[config.mk]
export PLATFORM = sky130hd
export DESIGN_NAME = frame_scheduler
export DESIGN_NICKNAME = d
export VERILOG_FILES = /design/src/rtl/frame_scheduler_pkg.sv /design/src/rtl/frame_event_decode.sv /design/src/rtl/frame_scheduler.sv
export SDC_FILE = /design/constraint.sdc
export NUM_CORES = 1
export LEC_CHECK = 0
export CAP_MARGIN = 20
export CORE_ASPECT_RATIO = 1.75
export CORE_MARGIN = 8
export CORE_UTILIZATION = 35
export CTS_CLUSTER_DIAMETER = 80
export DETAILED_ROUTE_END_ITERATION = 10
export GPL_ROUTABILITY_DRIVEN = 0
export PLACE_DENSITY = 0.69
export RECOVER_POWER = 50
export SETUP_SLACK_MARGIN = 0.15
export SLEW_MARGIN = 20
export SYNTH_ARGS = -nofsm -noshare
export SYNTH_HDL_FRONTEND = slang
export SYNTH_SLANG_ARGS = --single-unit
[constraint.sdc]
create_clock -name VGA_clk -period 2.2 [get_ports VGA_clk]
set_input_delay 0.33 -clock VGA_clk [delete_from_list [all_inputs] [get_ports VGA_clk]]
set_output_delay 0.33 -clock VGA_clk [all_outputs]
set_load 0.02 [all_outputs]
[src/rtl/frame_scheduler_pkg.sv]
// Shared game package: scheduler FSM states, 640x480 VGA timing constants and update stage indices.
package frame_scheduler_pkg;

  typedef enum logic [1:0] {
    IDLE = 2'd0,
    REQ  = 2'd1,
    GAP  = 2'd2
  } sched_state_e;

  // 640x480 @ 60 Hz timing, shared with the VGA timing generator
  localparam int unsigned H_ACTIVE     = 640;
  localparam int unsigned V_ACTIVE_ROW = 480;
  localparam int unsigned H_TOTAL      = 800;
  localparam int unsigned V_TOTAL      = 525;
  localparam int unsigned H_FP_START   = 640;
  localparam int unsigned H_SYNC_START = 656;
  localparam int unsigned H_BP_START   = 752;
  localparam int unsigned V_FP_START   = 480;
  localparam int unsigned V_SYNC_START = 490;
  localparam int unsigned V_BP_START   = 492;

  localparam int unsigned STG_INPUT  = 0;
  localparam int unsigned STG_PADDLE = 1;
  localparam int unsigned STG_BALL   = 2;
  localparam int unsigned STG_BRICKS = 3;

endpackage

[src/rtl/frame_event_decode.sv]
// Decodes blanking-start and active-video-start events from the timing generator's pixel counters.
module frame_event_decode
  import frame_scheduler_pkg::*;
#(
  parameter int unsigned V_ACTIVE = V_FP_START
) (
  input  logic [9:0] x_count,
  input  logic [9:0] y_count,
  output logic       vb_start_c,
  output logic       av_start_c
);

  assign vb_start_c = (x_count == 10'd0) && (y_count == 10'(V_ACTIVE));
  assign av_start_c = (x_count == 10'd0) && (y_count == 10'd0);

endmodule

[src/rtl/frame_scheduler.sv]
// Runs the per-frame update stages in order during vertical blanking using a one-hot req/ack handshake.
module frame_scheduler
  import frame_scheduler_pkg::*;
#(
  parameter int unsigned NUM_STAGES = 4,
  parameter int unsigned V_ACTIVE   = V_FP_START,
  parameter int unsigned TIMEOUT    = 4096,
  parameter int unsigned FC_W       = 16
) (
  input  logic                  VGA_clk,
  input  logic                  reset,
  input  logic [9:0]            xCount,
  input  logic [9:0]            yCount,
  input  logic [NUM_STAGES-1:0] stageAck,
  output logic [NUM_STAGES-1:0] stageReq,
  output logic                  busy,
  output logic                  frameStart,
  output logic [FC_W-1:0]       frameCount,
  output logic                  timeoutErr,
  output logic                  overrun
);

  localparam int unsigned STG_W = (NUM_STAGES > 1) ? $clog2(NUM_STAGES) : 1;
  localparam int unsigned TMR_W = (TIMEOUT > 1) ? $clog2(TIMEOUT) : 1;
  localparam logic [STG_W-1:0] LAST_STG = STG_W'(NUM_STAGES - 1);
  localparam logic [TMR_W-1:0] TMR_MAX  = TMR_W'(TIMEOUT - 1);

  sched_state_e          state_q, state_d;
  logic [STG_W-1:0]      stage_q, stage_d;
  logic [TMR_W-1:0]      tmr_q, tmr_d;
  logic [NUM_STAGES-1:0] stage_req_q, stage_req_d;
  logic                  busy_q, busy_d;
  logic                  frame_start_q, frame_start_d;
  logic [FC_W-1:0]       frame_count_q, frame_count_d;
  logic                  timeout_err_q, timeout_err_d;
  logic                  overrun_q, overrun_d;

  logic vb_start_c;
  logic av_start_c;
  logic ack_c;
  logic last_c;

  frame_event_decode #(
    .V_ACTIVE(V_ACTIVE)
  ) u_decode (
    .x_count   (xCount),
    .y_count   (yCount),
    .vb_start_c(vb_start_c),
    .av_start_c(av_start_c)
  );

  assign ack_c  = stageAck[stage_q];
  assign last_c = (stage_q == LAST_STG);

  // Next state; a last-stage ack beats avStart, otherwise avStart beats ack and timeout
  always_comb begin
    state_d       = state_q;
    stage_d       = stage_q;
    tmr_d         = tmr_q;
    timeout_err_d = 1'b0;
    overrun_d     = 1'b0;
    frame_start_d = vb_start_c;
    frame_count_d = vb_start_c ? frame_count_q + FC_W'(1) : frame_count_q;

    unique case (state_q)
      IDLE: begin
        if (vb_start_c) begin
          state_d = REQ;
          stage_d = '0;
          tmr_d   = '0;
        end
      end
      REQ: begin
        if (ack_c && last_c) begin
          state_d = GAP;
        end else if (av_start_c) begin
          state_d   = IDLE;
          stage_d   = '0;
          overrun_d = 1'b1;
        end else if (ack_c) begin
          state_d = GAP;
        end else if (tmr_q == TMR_MAX) begin
          state_d       = GAP;
          timeout_err_d = 1'b1;
        end else begin
          tmr_d = tmr_q + TMR_W'(1);
        end
      end
      GAP: begin
        if (av_start_c) begin
          state_d   = IDLE;
          stage_d   = '0;
          overrun_d = 1'b1;
        end else if (last_c) begin
          state_d = IDLE;
          stage_d = '0;
        end else begin
          state_d = REQ;
          stage_d = stage_q + STG_W'(1);
          tmr_d   = '0;
        end
      end
      default: begin
        state_d = IDLE;
        stage_d = '0;
      end
    endcase

    stage_req_d = (state_d == REQ) ? (NUM_STAGES'(1) << stage_d) : '0;
    busy_d      = (state_d != IDLE);
  end

  always_ff @(posedge VGA_clk) begin
    if (reset) begin
      state_q       <= IDLE;
      stage_q       <= '0;
      tmr_q         <= '0;
      stage_req_q   <= '0;
      busy_q        <= 1'b0;
      frame_start_q <= 1'b0;
      frame_count_q <= '0;
      timeout_err_q <= 1'b0;
      overrun_q     <= 1'b0;
    end else begin
      state_q       <= state_d;
      stage_q       <= stage_d;
      tmr_q         <= tmr_d;
      stage_req_q   <= stage_req_d;
      busy_q        <= busy_d;
      frame_start_q <= frame_start_d;
      frame_count_q <= frame_count_d;
      timeout_err_q <= timeout_err_d;
      overrun_q     <= overrun_d;
    end
  end

  assign stageReq   = stage_req_q;
  assign busy       = busy_q;
  assign frameStart = frame_start_q;
  assign frameCount = frame_count_q;
  assign timeoutErr = timeout_err_q;
  assign overrun    = overrun_q;

endmodule
### Word-level counts from Yosys, hierarchy flattened

Cells that the tools add are included.

| cells by class | value |
|---|---|
| $add $sub $neg | 3 |
| multiply operators | 0 |
| div/mod/pow operators | 0 |
| order comparisons | 1 |
| equality and inequality tests | 13 |
| shift operators | 1 |
| mux-type cells | 28 |
| bitwise logic cells | 2 |
| reduce and logical (&&, ||, !) cells | 11 |

Operators with widths:

| cell | number |
|---|---|
| 12-bit 2-to-1 mux | 7 |
| 12-bit one-hot mux with 3 select lines | 1 |
| 10-bit logical NOT | 2 |
| 2-bit 2-to-1 mux | 10 |
| 16-bit by 1-bit adder with 16-bit output (second input constant) | 1 |
| 2-bit inequality test (second input constant) | 7 |
| 12-bit by 1-bit adder with 12-bit output (second input constant) | 1 |
| 12-bit equality test (second input constant) | 1 |
| 2-bit one-hot mux with 3 select lines | 2 |
| 10-bit by 9-bit equality test with 1-bit output (second input constant) | 1 |
| 8-bit AND reduction | 1 |
| 1-bit 2-to-1 mux | 6 |
| 5-bit OR reduction | 1 |
| 2-bit by 1-bit equality test with 1-bit output (second input constant) | 2 |
| 2-bit equality test (second input constant) | 2 |
| 1-bit by 2-bit << shifter with 4-bit output (first input constant) | 1 |
| 1-bit logical AND | 3 |
| 2-bit by 3-bit less-than comparator with 1-bit output (second input constant) | 1 |
| 3-bit nonzero test | 1 |
| 2-bit by 1-bit adder with 2-bit output (second input constant) | 1 |
| 1-bit binary-select mux with 2-bit select | 1 |
| 2-bit logical NOT | 1 |
| 1-bit inverter | 2 |
| 1-bit one-hot mux with 2 select lines | 1 |
| 2 further kinds | 2 |

| storage, ports and cells | value |
|---|---|
| register bits | 40 |
| latch bits | 0 |
| memory bits (writable) | 0 |
| bits in read-only memories | 0 |
| memories | 0 |

### Longest topological paths before layout

| logic depth | value |
|---|---|
| depth after elaboration | 9 |
| gate-level depth with buffers | 10 |
| gate-level depth less buffers | 7 |

### By module

Synthesis repeated with hierarchy kept, for this count alone.

| unflattened totals | value |
|---|---|
| cell total of the unflattened synthesis | 220 |
| area total of the unflattened synthesis | 1950.6 sq um |

By module, submodules not included:

| module | instances | cells an instance | area each (sq um) |
|---|---|---|---|
| frame_scheduler | 1 | 211 | 1898.1 |
| frame_event_decode | 1 | 9 | 52.6 |

### Least setup slack after synthesis

Ideal clock, no wire load.

| path | value |
|---|---|
| path kind | reg2reg |
| start | register stage_q[0] |
| end | register tmr_q[7] |
| arrival time | 1.924 ns |
| setup slack | 0.206 ns |
| stages on the path, launching flop included | 7 |
| path buffers | 0 |
| period minus slack after synthesis | 1.994 ns |
| cell sequence | dfxtp_1 -> mux4_2 -> a31o_1 -> a21oi_2 -> o211ai_2 -> or4_1 -> a21oi_1 |

| between the ends | value |
|---|---|
| longest elaborated chain between the ends | 5 |

Ends and longest elaborated chain:

| what | RTL line | RTL |
|---|---|---|
| start: declaration | frame_scheduler.sv:29 | `logic [STG_W-1:0] stage_q, stage_d;` |
| start signal: assignment | frame_scheduler.sv:126 | `stage_q <= stage_d;` |
| 1-bit binary-select mux with 2-bit select | frame_scheduler.sv:52 | `assign ack_c = stageAck[stage_q];` |
| 1-bit 2-to-1 mux (implied by the code) | frame_scheduler.sv:52 |  |
| 1-bit logical AND | frame_scheduler.sv:74 | `if (ack_c && last_c) begin` |
| 2-bit inequality test (no line) | - |  |
| 8-bit AND reduction (no line) * | - |  |
| end signal: assignment | frame_scheduler.sv:127 | `tmr_q <= tmr_d;` |
| end: declaration | frame_scheduler.sv:30 | `logic [TMR_W-1:0] tmr_q, tmr_d;` |

Mark *: on every way between the ends. The rest lies on a longest branch, timed or not. The select of a mux whose other input is x is not followed.
A chain may end at the register's enable or synchronous reset.

### Worst setup path after layout

| path | value |
|---|---|
| start | register stage_q[0] |
| end | register tmr_q[2] |

The elaborated chain is that of the path after synthesis.

==> flow_summary_export.csv <==
group,metric,value,unit
routing,drcViolationCount,0,
setup_path,worst-setup-path-type,"flip-flop to flip-flop",
grt,grt_max_degree,24,
yosys,synth_flop_cell,"dfxtp_1",
hold_path,holdCritPathClass,"flip-flop to flip-flop",
routing,post_drt_wl_per_cell,16.2,um
grt,overflow,0,
routing,first_pass_iters,4,
yosys,synth_area_leaders,"dfxtp_1, xor2_1, nor2_1",
clock_tree,insertion_delay,0.30,ns
setup_path,endpoint_kind,"flip-flop",
yosys,yosys.area.top_type,"dfxtp_1",
placement,placed_area,2690,um2
finish,antenna_cells,0,
yosys,synth_top_area_share,40.4,%
routing,ant_nets,0,
finish,final_util,57.7,%
sta,finalCriticalPeriod,2.16,ns
sta,grt_setup_unrepaired,"yes",
sta,whs,0.488,ns
power,cellLeakagePower,1.33,nW
sta,drv_slew,0,
setup_path,cpMostUsedCell,"a21oi_2",
routing,vias_per_cell,5.34,
clock_tree,numCtsBuffers,5,
sta,hold_viol,0,
clock_tree,cts_num_sinks,40,
routing,wirelength,6310,um
finish,fin_nets,345,
sta,finalSetupViolCount,0,
clock_tree,htreeDepth,2,
outcome,status,"finished clean",
yosys,synth_enable_flop_cells,0,
floorplanning,core.rowCount,36,
setup_path,rrSetupSlack,0.04,ns
yosys,synthesis.area,1980,um2
power,ir_worst_vdd,0.419,mV
floorplanning,ios,50,
placement,dp_hpwl,4300,um
yosys,syn_nets,264,
sta,slew_headroom,74.1,%
yosys,netlist_instances,231,
placement,dp_cells,366,
sta,tns,0,ns
setup_path,crit_path_max_incr_delay,0.52,ns
sta,clock_skew,0.00420,ns
routing,num_vias,2077,
grt,grt_pass1_vias,2081,
setup_path,slowest_stage,"mux4_2",
yosys,yosysUniqueCellTypes,50,
clock_tree,clock-root-buffer,"clkbuf_8",
yosys,yosys_register_bits,40,
clock_tree,ctsHoldBuffers,0,
hold_path,holdPathStages,2,
setup_path,crit_required,2.44,ns
yosys,synth_warnings,0,
clock_tree,clk_pin_slew,0.08,ns
floorplanning,die_x,72.9,um
setup_path,path_cells,"mux4_2, a31o_1, a21oi_2, o211ai_4, buf_6, buf_16, or3_4, a21oi_2",
finish,stdcell_count,389,
setup_path,crit_arrival,2.39,ns
routing,drtIter0Drc,109,
yosys,ys_seq_area_share,40.4,%
grt,grt_pass1_wl,9540,um
finish,drive_gt1_share,24.6,%
clock_tree,tritoncts,"built",
clock_tree,clockBufferDepth,2,
yosys,syn_avg_cell_area,8.59,um2
yosys,yosys-top-cells-count,"dfxtp_1, nor2_1, a21oi_1, nand2_1, nand4_1",
sta,clock.fmax,463,MHz
grt,antenna_found_initial,0,
yosys,synthArstFlopShare,0,%
power,pwr_density_cell,535,nW/um2
yosys,synth_most_common_cell,"dfxtp_1",
finish,fillCellCount,509,
finish,design_area,3200,um2
floorplanning,coreArea,5540,um2
grt,grt.total_usage,14.4,%
placement,port_buffers,49,
job,maxCapViolCount,0,
floorplanning,initial_core_util,35.8,%
sta,worstMarginPinSlew,0.388,ns
setup_path,crit_fanout,5,
floorplanning,die_area,8430,um2
setup_path,cp-start-kind,"flip-flop",
sta,post-route-period-util,98.1,%
setup_path,ff2ff_path_depth,8,
floorplanning,fp.dieH,116,um
finish,area_growth,61.2,%
[path summary, 6_finish.rpt]
check	start	to
worst max-delay path	stage_q[0]	tmr_q[2]
worst min register to register	tmr_q[10]	tmr_q[10]
worst max register to register	stage_q[0]	tmr_q[2]
worst min-delay path	tmr_q[10]	tmr_q[10]
[flip-flops by register name (all words and copies together) (netlist names)]
name        flops
overrun         1
timeoutErr      1
stageReq        4
busy            1
state_q         2
stage_q         2
frameCount     16
tmr_q          12
frameStart      1
[critical path, delay by kind of cell (launching register included)]
family	cells	cell delay, ns
AO/OA/AOI/OAI	4	0.64
multiplexers	1	0.52
flip-flops	1	0.34
AND/OR/NAND/NOR	1	0.32
buffers and inverters	2	0.28
[where the power goes]
group          switching, mW  internal [mW]
clock network          0.265          0.336
registers            0.00970          0.736
logic                  0.163          0.202
total                  0.438           1.27
[per-stage QoR]
step	setup WS [ns]	power (mW)
floorplan	0.206	0.880
global placement	-0.276	0.987
detailed placement	-0.286	0.991
CTS	0.0324	1.69
global route	-0.0639	1.77
finish	0.0412	1.71
[logic make-up (layout without fill, tap and decap cells)]
group | Yosys count | in the layout | synth area share [%]
AO/OA/AOI/OAI | 46 | 46 | 14.8
AND/OR/NAND/NOR | 100 | 100 | 27.3
XOR/XNOR | 16 | 16 | 7.07
flip-flops | 40 | 40 | 40.4
multiplexers | 2 | 2 | 1.64
adder cells (fa/ha/maj) | 7 | 7 | 4.42
buffers and inverters | 20 | 102 | 4.42
[per-layer routing]
metal	vias to the layer above	GRT usage, %	part of all wire [%]
li1	1000	-	-
met1	1019	12.7	36
met2	45	29.2	59
met3	13	2.25	2.1
met4	0	7.80	2.9
met5	-	0	0
[cell type report]
class                           instances  area [um2]  area share, %
Timing Repair Buffer                   85         875           27.4
Multi-Input combinational cell        171        1280           40.0
Clock buffer                            5        68.8           2.15
Clock inverter                          3        42.5           1.33
Sequential cell                        40         802           25.1
Tap cell                               76        95.1           2.97
Inverter                                9        33.8           1.06
[layout by cell type, fill, tap and decap left out, drive strengths merged, types with 2 or more instances in the layout]
| cell type | synthesis | final |
|---|---|---|
| buf | 5 | 34 |
| nor4 | 7 | 7 |
| nor2 | 25 | 25 |
| nand2 | 15 | 15 |
| dlygate4sd2 | 0 | 10 |
| nor3 | 5 | 5 |
| a31o | 2 | 2 |
| dlygate4sd3 | 0 | 22 |
| inv | 9 | 9 |
| xnor2 | 5 | 5 |
| ha | 7 | 7 |
| and4 | 6 | 6 |
| nand3 | 9 | 9 |
| a31oi | 2 | 2 |
| or3 | 7 | 7 |
| or4 | 2 | 2 |
| o21ai | 13 | 13 |
| and3 | 4 | 4 |
| a21oi | 16 | 16 |
| xor2 | 11 | 11 |
| dfxtp | 40 | 40 |
| clkdlybuf4s50 | 0 | 7 |
| dlymetal6s2s | 0 | 10 |
| a211oi | 2 | 2 |
| clkbuf | 6 | 6 |
| nand4 | 12 | 12 |
| or2 | 2 | 2 |
| a32oi | 2 | 2 |
[what timing repair did]
item                       CTS  global route
gates cloned                 3             0
setup endpoints to repair   21            27
resized for setup           34            30
setup buffers                7             5
pin swaps                    9            21
Power figures use the tool's default switching activity.
